[config.mk]
export PLATFORM = sky130hd
export DESIGN_NAME = uart_cmd_ctrl_flat
export DESIGN_NICKNAME = d
export VERILOG_FILES = /design/src/rtl/uart_cmd_ctrl_if.sv /design/src/rtl/uart_cmd_ctrl.sv /design/src/flat_wrapper.sv
export SDC_FILE = /design/constraint.sdc
export NUM_CORES = 1
export LEC_CHECK = 0
export ABC_AREA = 1
export BUFFER_PORTS_ARGS = -buffer_cell sky130_fd_sc_hd__buf_2
export CORE_ASPECT_RATIO = 1.4
export CORE_MARGIN = 2
export CORE_UTILIZATION = 40
export CTS_CLUSTER_SIZE = 10
export DETAILED_ROUTE_END_ITERATION = 10
export SETUP_SLACK_MARGIN = 0.02
export SYNTH_ARGS = -nofsm -noshare
export SYNTH_HDL_FRONTEND = slang
export SYNTH_SLANG_ARGS = --single-unit
[constraint.sdc]
create_clock -name clk -period 2.75 [get_ports clk]
set_input_delay 0.4125 -clock clk [delete_from_list [all_inputs] [get_ports clk]]
set_output_delay 0.4125 -clock clk [all_outputs]
set_load 0.01 [all_outputs]
[src/rtl/uart_cmd_ctrl_if.sv]
// Command request bus from the UART frame parser to the register bank.
// The master raises cmd_valid with stable fields until the bank returns cmd_ready.
interface uart_cmd_ctrl_if;
   logic       cmd_valid;
   logic       cmd_ready;
   logic       cmd_write;
   logic [7:0] cmd_addr;
   logic [7:0] cmd_wdata;

   modport master (output cmd_valid, output cmd_write, output cmd_addr, output cmd_wdata,
                   input  cmd_ready);
   modport slave  (input  cmd_valid, input  cmd_write, input  cmd_addr, input  cmd_wdata,
                   output cmd_ready);
endinterface

[src/rtl/uart_cmd_ctrl.sv]
// Frames 5-byte UART commands (sync, op, addr, data, xor checksum) and issues
// one register read/write per valid frame; baud ticks abort stalled frames.
module uart_cmd_ctrl #(
   parameter logic [7:0]  SYNC_BYTE     = 8'hA5,
   parameter logic [15:0] TIMEOUT_TICKS = 16'd800
) (
   input  logic                  clk,
   input  logic                  reset,
   input  logic                  baud8_tick,
   input  logic [7:0]            rx_data,
   input  logic                  rx_ready,
   uart_cmd_ctrl_if.master       cmd,
   output logic                  busy,
   output logic                  err_frame,
   output logic                  err_checksum,
   output logic                  err_timeout,
   output logic                  err_overrun
);

   localparam logic [7:0] OP_READ  = 8'h00;
   localparam logic [7:0] OP_WRITE = 8'h01;

   typedef enum logic [2:0] {
      S_IDLE,
      S_OP,
      S_ADDR,
      S_DATA,
      S_CHK,
      S_ISSUE
   } state_t;

   state_t      state;
   logic        rx_ready_q;
   logic [15:0] tcnt;
   logic        accept;
   logic [7:0]  exp_chk;

   // rx_ready is a level that may last many cycles, so only its rising edge counts.
   assign accept  = rx_ready && !rx_ready_q;
   // The opcode is fully captured by cmd_write, so it need not be stored separately.
   assign exp_chk = {7'd0, cmd.cmd_write} ^ cmd.cmd_addr ^ cmd.cmd_wdata;

   always_ff @(posedge clk) begin
      if (reset) begin
         state         <= S_IDLE;
         rx_ready_q    <= 1'b0;
         tcnt          <= '0;
         cmd.cmd_valid <= 1'b0;
         cmd.cmd_write <= 1'b0;
         cmd.cmd_addr  <= 8'h00;
         cmd.cmd_wdata <= 8'h00;
         busy          <= 1'b0;
         err_frame     <= 1'b0;
         err_checksum  <= 1'b0;
         err_timeout   <= 1'b0;
         err_overrun   <= 1'b0;
      end else begin
         rx_ready_q   <= rx_ready;
         err_frame    <= 1'b0;
         err_checksum <= 1'b0;
         err_timeout  <= 1'b0;
         err_overrun  <= 1'b0;
         case (state)
            S_IDLE: begin
               tcnt <= '0;
               if (accept && rx_data == SYNC_BYTE) begin
                  state <= S_OP;
                  busy  <= 1'b1;
               end
            end
            S_OP, S_ADDR, S_DATA, S_CHK: begin
               // A byte landing on the final tick wins over the timeout.
               if (accept) begin
                  tcnt <= '0;
                  case (state)
                     S_OP: begin
                        if (rx_data == OP_READ || rx_data == OP_WRITE) begin
                           cmd.cmd_write <= rx_data[0];
                           state         <= S_ADDR;
                        end else begin
                           err_frame <= 1'b1;
                           busy      <= 1'b0;
                           state     <= S_IDLE;
                        end
                     end
                     S_ADDR: begin
                        cmd.cmd_addr <= rx_data;
                        state        <= S_DATA;
                     end
                     S_DATA: begin
                        cmd.cmd_wdata <= rx_data;
                        state         <= S_CHK;
                     end
                     default: begin
                        if (rx_data == exp_chk) begin
                           cmd.cmd_valid <= 1'b1;
                           state         <= S_ISSUE;
                        end else begin
                           err_checksum <= 1'b1;
                           busy         <= 1'b0;
                           state        <= S_IDLE;
                        end
                     end
                  endcase
               end else if (baud8_tick) begin
                  if (tcnt == TIMEOUT_TICKS - 16'd1) begin
                     tcnt        <= '0;
                     err_timeout <= 1'b1;
                     busy        <= 1'b0;
                     state       <= S_IDLE;
                  end else begin
                     tcnt <= tcnt + 16'd1;
                  end
               end
            end
            S_ISSUE: begin
               tcnt <= '0;
               if (accept) begin
                  err_overrun <= 1'b1;
               end
               if (cmd.cmd_ready) begin
                  cmd.cmd_valid <= 1'b0;
                  busy          <= 1'b0;
                  state         <= S_IDLE;
               end
            end
            default: begin
               cmd.cmd_valid <= 1'b0;
               busy          <= 1'b0;
               tcnt          <= '0;
               state         <= S_IDLE;
            end
         endcase
      end
   end

endmodule
[src/flat_wrapper.sv]
// flat-port wrapper written by rule: the top's interface ports become plain ports
module uart_cmd_ctrl_flat 
#(
   parameter logic [7:0]  SYNC_BYTE     = 8'hA5,
   parameter logic [15:0] TIMEOUT_TICKS = 16'd800
)
  (clk, reset, baud8_tick, rx_data, rx_ready, busy, err_frame, err_checksum, err_timeout, err_overrun, cmd_cmd_valid, cmd_cmd_write, cmd_cmd_addr, cmd_cmd_wdata, cmd_cmd_ready);
  uart_cmd_ctrl_if cmd_i ();
  input  logic clk;
  input  logic reset;
  input  logic baud8_tick;
  input  logic [7:0] rx_data;
  input  logic rx_ready;
  output logic busy;
  output logic err_frame;
  output logic err_checksum;
  output logic err_timeout;
  output logic err_overrun;
  output wire logic [$bits(cmd_i.cmd_valid)-1:0] cmd_cmd_valid;
  output wire logic [$bits(cmd_i.cmd_write)-1:0] cmd_cmd_write;
  output wire logic [$bits(cmd_i.cmd_addr)-1:0] cmd_cmd_addr;
  output wire logic [$bits(cmd_i.cmd_wdata)-1:0] cmd_cmd_wdata;
  input wire logic [$bits(cmd_i.cmd_ready)-1:0] cmd_cmd_ready;
  assign cmd_cmd_valid = cmd_i.cmd_valid;
  assign cmd_cmd_write = cmd_i.cmd_write;
  assign cmd_cmd_addr = cmd_i.cmd_addr;
  assign cmd_cmd_wdata = cmd_i.cmd_wdata;
  assign cmd_i.cmd_ready = cmd_cmd_ready;
  uart_cmd_ctrl #(.SYNC_BYTE(SYNC_BYTE), .TIMEOUT_TICKS(TIMEOUT_TICKS)) u_core (.clk(clk), .reset(reset), .baud8_tick(baud8_tick), .rx_data(rx_data), .rx_ready(rx_ready), .cmd(cmd_i), .busy(busy), .err_frame(err_frame), .err_checksum(err_checksum), .err_timeout(err_timeout), .err_overrun(err_overrun));
endmodule
# Word level (Yosys, flattened, before mapping)
# Cells that the tools add are included.
[totals]
ff_bits = 43
[op_classes]
bitwise = 8
add_sub_neg = 1
n_eq_ne = 19
reduce_logical = 20
n_mux = 27
[ops]
columns = ["cell", "count"]
rows = [
  ["2-to-1 mux 3 bit", 6],
  ["one-hot mux 3 bit (3 select lines)", 2],
  ["adder 16 x 1 -> 16 bit, second input constant", 1],
  ["equality test 16 x 10 -> 1 bit, second input constant", 1],
  ["2-to-1 mux 16 bit", 1],
  ["2-to-1 mux 1 bit", 14],
  ["OR reduction 4 bit", 3],
  ["equality test 8 x 1 -> 1 bit, second input constant", 1],
  ["equality test 8 bit", 1],
  ["equality test 8 bit, second input constant", 1],
  ["zero test 8 bit", 1],
  ["inequality test 4 bit, second input constant", 2],
  ["AND reduction 4 bit", 2],
  ["XOR 1 x 8 -> 8 bit", 1],
  ["XOR 8 bit", 1],
  ["AND reduction 7 bit", 1],
  ["equality test 3 x 2 -> 1 bit, second input constant", 2],
  ["equality test 3 bit, second input constant", 2],
  ["inequality test 2 x 1 -> 1 bit, second input constant", 3],
  ["NOT 1 bit", 6],
  ["one-hot mux 1 bit (3 select lines)", 2],
  ["AND reduction 3 bit", 2],
  ["OR reduction 3 bit", 2],
  ["OR reduction 6 bit", 1],
  ["other kinds (13)", 16],
]

# Depth between registers and ports, before layout
# Gate-level depths: netlist of the first run.
[logic_depth]
word_depth = 7
ltp_mapped = 11
mapped_depth_nobuf = 11

# Worst setup path after synthesis of the first run
# OpenSTA, ideal clock, no wires.
[synth_timing]
path_kind = "reg2reg"
from = "reg u_core.tcnt[0]"
to = "reg u_core.tcnt[14]"
stages_incl_launch_ff = 10
arrival_time_ns = 1.308
setup_ns = 0.115
setup_slack_ns = 1.327
path_buffers = 0
required_time_ns = 2.635
synth_period_minus_slack_ns = 1.423
cell_sequence = "dfxtp_1 ha_1 nand2_2 nor2_4 nand3_2 nor2_4 nand2_2 nor3_2 xnor2_1 nor2_2"
[synth_between]
elab_chain_cells = 2
[synth_lines]
columns = ["element", "line_no", "source"]
rows = [
  ["start, declared", "uart_cmd_ctrl.sv:34", "logic [15:0] tcnt;"],
  ["start signal, assigned", "uart_cmd_ctrl.sv:112", "tcnt <= tcnt + 16'd1;"],
  ["adder 16 x 1 -> 16 bit or equality test 16 x 10 -> 1 bit (tied branches)", "uart_cmd_ctrl.sv:112, uart_cmd_ctrl.sv:106", ""],
  ["2-to-1 mux 16 bit (*)", "uart_cmd_ctrl.sv:106", "if (tcnt == TIMEOUT_TICKS - 16'd1) begin"],
]
# Mark *: on every way between the ends. The rest lies on a longest branch, timed or not.
# A chain may end at the register's enable or synchronous reset.

# Worst setup path after layout of the first run
# Same ends and word-level chain as after synthesis.

==> implementation parameters, run 1 <==
Parameter                              Value

Hold path
  Worst hold path startpoint    reset
  Worst hold-check path type    in -> reg

Global routing
  Wire length of the first global-routing pass    8630 um
  Antenna violations before repair    0
  Overall overflow remaining after global route    0
  Pin count of the biggest net entering global routing    19
  Total global-route track usage    17.7%
  Number of global-route vias before repair    2001

Synthesis
  Area leader, netlist    sky130_fd_sc_hd__dfxtp_1
  Leading cell types by total area after synthesis    sky130_fd_sc_hd__dfxtp_1 38%, sky130_fd_sc_hd__nand2_1 12%, sky130_fd_sc_hd__a21oi_1 5.9%, sky130_fd_sc_hd__nor2_1 5.9%, sky130_fd_sc_hd__inv_1 5.4%
  Yosys warning count    0
  Async SR Flop Fraction    0%
  Sequential-to-total area share from yosys stat    37.6%
  Share of the synthesized area in the top cell type    37.6%
  Cell area after technology mapping    0.00229 mm^2
  Dominant register cell in the synthesized netlist    sky130_fd_sc_hd__dfxtp_1
  Synth Area per Inst    7.10 um^2
  EDFF count, synth    0
  Cell variety after synth    33
  Register bit total from synthesis    43
  Cells after synthesis    323
  Synth Net Count    337

Critical path
  Top cell family by delay on the critical path    simple AND/OR/NAND/NOR gates
  Critical-path top delay cell    sky130_fd_sc_hd__dfxtp_1
  Worst stage delay on the critical path    380 ps
  Setup slack of the worst register-to-register path    1150 ps
  CP endpoint kind    flip-flop
  Timing startpoint of the critical path    u_core.tcnt[0]$_SDFFE_PP0P_
  CP bufs+invs    0
  Critical path data required time    2930 ps
  Type of the worst setup path    reg -> reg
  Category of the worst setup path launch point    flip-flop
  CP max FO    4
  Start of the worst register-to-register path    u_core.tcnt[0]$_SDFFE_PP0P_
  Critical path, cell by cell    ha_1, nand2_2, nor2_4, nand3_2, nor2_4, nand2_2, nor3_2, xnor2_1, nor2_2
  Data arrival time at the worst-slack endpoint    1790 ps

Die
  Die Wd    68.0 um
  I/O pins    36
  Die height    93.6 um
  Area enclosed by the die boundary    0.00636 mm^2
  Core region area    0.00553 mm^2
  Starting Density    41.5%
  Floorplan row count    32

Route
  First-pass iteration count of the detailed router    4
  Drt first-iter violations    103
  Total Routed Length    5070 um
  Overall via count from detail_route    2128
  Number of DRC violations after detailed routing    0
  Number of nets with antenna violations after detailed routing    0
  Vias per Instance    4.97
  Drt wl/cell    11.8 um

Pwr
  Worst vdd rail ir drop    0.315 mV
  Power Total    0.00154 W
  Relative contribution of combinational cells to total power    24.2%
  Internal Dissipation    0.00105 W
  Clock group share of total power    30.9%
  Leak pwr    1.15 nW
  Power Density    588 mW/mm^2
  Switching Fraction    31.9%
  Share of power burned in registers    44.9%
  Net switching power figure    0.000491 W

Clocking
  Postcts setup bufs    0
  Total number of H-tree levels    2
  TritonCTS clock tree    yes
  Count of hold-fix buffers inserted at cts    0
  Clock sink count    43
  Skew-Pair Late Insertion Delay    290 ps
  Bufs on Longest Clock Path    2
  Number of clock buffers inserted by TritonCTS    5
  Register clock-pin slew on the reported worst setup and hold paths    80 ps
  Root cell of the clock tree    sky130_fd_sc_hd__clkbuf_8
  Count of cells resized by post-cts repair    0

Layout
  Most common cell after layout, fill and taps aside    sky130_fd_sc_hd__nand2_1
  Final standard cell area without fillers    0.00262 mm^2
  Area growth from synthesis to layout    14.2%
  Share of cells above drive strength 1    20.8%
  Layout filler cell count    585
  Non-filler cells, final    428
  Ant diodes    0
  Number of nets at the end of the flow    374
  Most frequent cells in the layout    72 x sky130_fd_sc_hd__nand2_1, 43 x sky130_fd_sc_hd__dfxtp_1, 36 x sky130_fd_sc_hd__nor2_1, 35 x sky130_fd_sc_hd__buf_2, 33 x sky130_fd_sc_hd__inv_1

Timing
  Period Utilization, post-route    58.4%
  Setup Total Neg Slack    0 ps
  Max-slew violation total from the final report    0
  Setup repair after global routing missed its margin    false
  Fmax achieved    623 MHz
  Slew HR    61.9%
  Final number of hold-violating endpoints    0
  Clock tree skew after final layout    11.7 ps
  Slew @ Worst Pin    572 ps
  Minimum period implied by the final worst setup slack    1600 ps
  Final count of negative-setup-slack endpoints    0

Placement
  Final weighted congestion of routability-driven global placement    0.789
  Cell area after placement    0.00252 mm^2
  Detailed placement HPWL    3900 um
  Count of port buffers added during placement    35
  DP Cell Count    421

Outcome
  Status    completed

Flow run
  Number of max-capacitance violations reported    0
## sequential cells by signal (all words and copies together) (netlist names), 3 cells and up
register and cells:
u_core.cmd.cmd_wdata 8, u_core.tcnt 16, u_core.cmd.cmd_addr 8, u_core.state 3
## layout make-up
cell class                 count  area [um^2]  area share [%]
clock buffer                   6         72.6            2.77
timing repair buffer          36          183            6.98
tap                           68         85.1            3.25
inverter                      37          140            5.35
multi-input combinational    237         1250            47.6
sequential                    43          861            32.9
clock inverter                 1         30.0            1.15
## per-layer routing
layer | wire (um) | vias up | global-route usage, %
met4 | 109 | 0 | 7.50
met3 | 203 | 8 | 3.37
li1 | - | 1117 | -
met1 | 2090 | 963 | 18.7
met2 | 2670 | 40 | 32.6
met5 | 0 | - | 0
## synth_stat cells, types with 2 or more instances
library cell                n
sky130_fd_sc_hd__nand2_1   72
sky130_fd_sc_hd__dfxtp_1   43
sky130_fd_sc_hd__nor2_1    36
sky130_fd_sc_hd__inv_1     33
sky130_fd_sc_hd__a21oi_1   27
sky130_fd_sc_hd__nand3_1   21
sky130_fd_sc_hd__o21ai_0   19
sky130_fd_sc_hd__nand2_2    9
sky130_fd_sc_hd__xor2_1     7
sky130_fd_sc_hd__nand3b_1   6
sky130_fd_sc_hd__nor2_2     6
sky130_fd_sc_hd__nor3_1     6
sky130_fd_sc_hd__xnor2_1    4
sky130_fd_sc_hd__inv_2      3
sky130_fd_sc_hd__nand3_2    3
sky130_fd_sc_hd__nor2_4     3
sky130_fd_sc_hd__nor3_2     3
sky130_fd_sc_hd__a21oi_4    2
sky130_fd_sc_hd__buf_2      2
sky130_fd_sc_hd__buf_6      2
sky130_fd_sc_hd__nand2_4    2
sky130_fd_sc_hd__nand4_1    2
sky130_fd_sc_hd__nor4_1     2
## power by group through the flow
stage / sequential (W) / clock [W] / combinational, W
after floorplan: 0.000706 / 0 / 0.000289
after global placement: 0.000705 / 0 / 0.000375
after detailed placement: 0.000704 / 0 / 0.000374
after CTS: 0.000690 / 0.000497 / 0.000375
after global routing: 0.000695 / 0.000513 / 0.000426
final: 0.000691 / 0.000476 / 0.000373
## worst paths after layout
check                                      end  cells after the start
max               u_core.tcnt[14]$_SDFFE_PP0P_                      9
min               u_core.rx_ready_q$_SDFF_PP0_                      2
max reg2reg       u_core.tcnt[14]$_SDFFE_PP0P_                      9
min reg2reg  u_core.cmd.cmd_valid$_SDFFE_PP0P_                      2
## per-stage QoR
stage	hold slack (ps)	setup slack [ps]	util (%)
floorplan	458	1330	-
global placement	443	966	45.5
detailed placement	439	958	45.5
CTS	291	1140	47.4
global route	292	936	47.4
finish	301	1150	47.4
## cells by family (layout without fill, tap and decap cells)
family          count (synthesis)  in the layout  share of synthesized area (%)
xor+xnor                       11             11                           4.20
buf+inv                        43             80                           8.02
fa+ha+maj                       1              1                          0.546
compound gates                 53             53                           13.0
simple gates                  172            172                           36.7
flops                          43             43                           37.6
(Power assumes the default switching activity.)
==> run 2, diff against run 1 <==
==> constraint.sdc (replaced) <==
create_clock -name clk -period 1.5 [get_ports clk]
set_input_delay 0.225 -clock clk [delete_from_list [all_inputs] [get_ports clk]]
set_output_delay 0.225 -clock clk [all_outputs]
set_load 0.01 [all_outputs]
==> implementation parameters, run 2 (synthesis gave the netlist of run 1 again) <==
Parameter                              Value

Route
  First-pass iteration count of the detailed router    4
  Vias per Instance    4.86
  Overall via count from detail_route    2173
  Number of DRC violations after detailed routing    0
  Total Routed Length    5200 um
  Drt first-iter violations    98
  Drt wl/cell    11.6 um
  Number of nets with antenna violations after detailed routing    0

Global routing
  Wire length of the first global-routing pass    8340 um
  Antenna violations before repair    0
  Total global-route track usage    17.2%
  Pin count of the biggest net entering global routing    20
  Number of global-route vias before repair    1955
  Overall overflow remaining after global route    0

Placement
  DP Cell Count    435
  Cell area after placement    0.00263 mm^2
  Final weighted congestion of routability-driven global placement    0.841
  Detailed placement HPWL    3930 um
  Count of port buffers added during placement    35
  Pre-CTS WS    6.81 ps

Pwr
  Leak pwr    1.30 nW
  Worst vdd rail ir drop    0.505 mV
  Power Density    1010 mW/mm^2

Layout
  Share of cells above drive strength 1    30.1%
  Most flop-heavy register    u_core.tcnt
  Most common cell after layout, fill and taps aside    sky130_fd_sc_hd__nand2_1
  Number of nets at the end of the flow    392
  Top flop regs    u_core.tcnt: 16 flops, u_core.cmd.cmd_addr: 8 flops, u_core.cmd.cmd_wdata: 8 flops
  Most frequent cells in the layout    70 x sky130_fd_sc_hd__nand2_1, 35 x sky130_fd_sc_hd__buf_2, 33 x sky130_fd_sc_hd__inv_1, 33 x sky130_fd_sc_hd__dfxtp_1, 31 x sky130_fd_sc_hd__nor2_1
  Area growth from synthesis to layout    24.9%
  Number of flip-flops in the largest register    16
  Final standard cell area without fillers    0.00286 mm^2
  Ant diodes    0
  Non-filler cells, final    447

Critical path
  Critical path data required time    1680 ps
  Type of the worst setup path    reg -> reg
  CP max FO    3
  Data arrival time at the worst-slack endpoint    1630 ps
  CP endpoint kind    flip-flop
  Category of the worst setup path launch point    flip-flop

Die
  Floorplan row count    32
  Starting Density    41.5%
  Die height    93.6 um
  Die Wd    68.0 um
  I/O pins    36
  Core region area    0.00553 mm^2
  Area enclosed by the die boundary    0.00636 mm^2

Timing
  Post-route worst setup slack    48.5 ps
  Minimum period implied by the final worst setup slack    1450 ps
  Slew HR    83.3%
  Period Utilization, post-route    96.8%
  Clock tree skew after final layout    6.62 ps
  Fmax achieved    689 MHz
  Final count of negative-setup-slack endpoints    0
  Slew @ Worst Pin    249 ps
  Setup Total Neg Slack    0 ps
  Final number of hold-violating endpoints    0
  Setup repair after global routing missed its margin    true
  Max-slew violation total from the final report    0

Hold path
  Worst hold-check path type    in -> reg

Clocking
  Count of hold-fix buffers inserted at cts    0
  Bufs on Longest Clock Path    2
  Register clock-pin slew on the reported worst setup and hold paths    80 ps
  Number of clock buffers inserted by TritonCTS    5
  Root cell of the clock tree    sky130_fd_sc_hd__clkbuf_8
  TritonCTS clock tree    yes
  Skew-Pair Late Insertion Delay    290 ps
  Clock sink count    43
  Total number of H-tree levels    2

Flow run
  Number of max-capacitance violations reported    0

Outcome
  Status    completed
-- run 2: changes by cell type in the layout (fill, tap and decap cells not counted), sizes merged --
cell	change
clkbuf	+2
buf	+18
bufinv	-1
-- run 2: final cells by class --
class	instances	area, um^2
flip-flops and latches	43	881
inverters	37	140
multi-input cells	237	1320
clock buffers	8	100
repair buffers	54	334
well taps	68	85.1
fillers	551	2660
-- run 2: final timing paths --
kind	end	start	depth (start not counted)	slack (ps)
worst max-delay path	u_core.tcnt[14]$_SDFFE_PP0P_	u_core.tcnt[1]$_SDFFE_PP0P_	9	50
worst min-delay path	u_core.rx_ready_q$_SDFF_PP0_	reset	2	110
worst max register to register	u_core.tcnt[14]$_SDFFE_PP0P_	u_core.tcnt[1]$_SDFFE_PP0P_	9	50
worst min register to register	u_core.cmd.cmd_valid$_SDFFE_PP0P_	u_core.cmd.cmd_valid$_SDFFE_PP0P_	2	460
-- run 2: metal layers --
layer / track usage [%] / part of all wire (%) / vias to the layer above
met2: 31.1 / 55 / 47
met3: 3.37 / 4.1 / 4
li1: - / - / 1153
met1: 19.3 / 40 / 969
met4: 5.67 / 0.92 / 0
met5: 0 / 0 / -
-- run 2: power breakdown --
part	total, W	internal [W]	switching [W]
clock network	0.000802	0.000421	0.000382
logic	0.000803	0.000312	0.000491
registers	0.00127	0.00121	0.0000653
-- run 2: repair_timing --
item / CTS / global route
pin swaps: 1 / 12
buffers inserted: 0 / 4
resized for setup: 2 / 29
endpoints found under the setup margin: 3 / 19
gates cloned: 0 / 0
-- run 2: critical path: stages, from the launching register on --
cell	delay (ps)
sky130_fd_sc_hd__dfxtp_4	380
sky130_fd_sc_hd__ha_4	140
sky130_fd_sc_hd__nand2_2	60
sky130_fd_sc_hd__nor2_4	130
sky130_fd_sc_hd__nand3_4	90
sky130_fd_sc_hd__nor2_4	130
sky130_fd_sc_hd__nand2_4	80
sky130_fd_sc_hd__nor3_4	120
sky130_fd_sc_hd__xnor2_1	160
sky130_fd_sc_hd__nor2_2	40
-- run 2: metrics by stage --
step | hold WS (ps) | total power, W | utilization, %
2_1_floorplan | 297 | 0.00182 | -
3_3_place_gp | 422 | 0.00205 | 47.7
3_5_place_dp | 422 | 0.00206 | 47.7
4_1_cts | 103 | 0.00287 | 49.5
5_1_grt | 116 | 0.00307 | 51.8
6_report | 115 | 0.00288 | 51.8
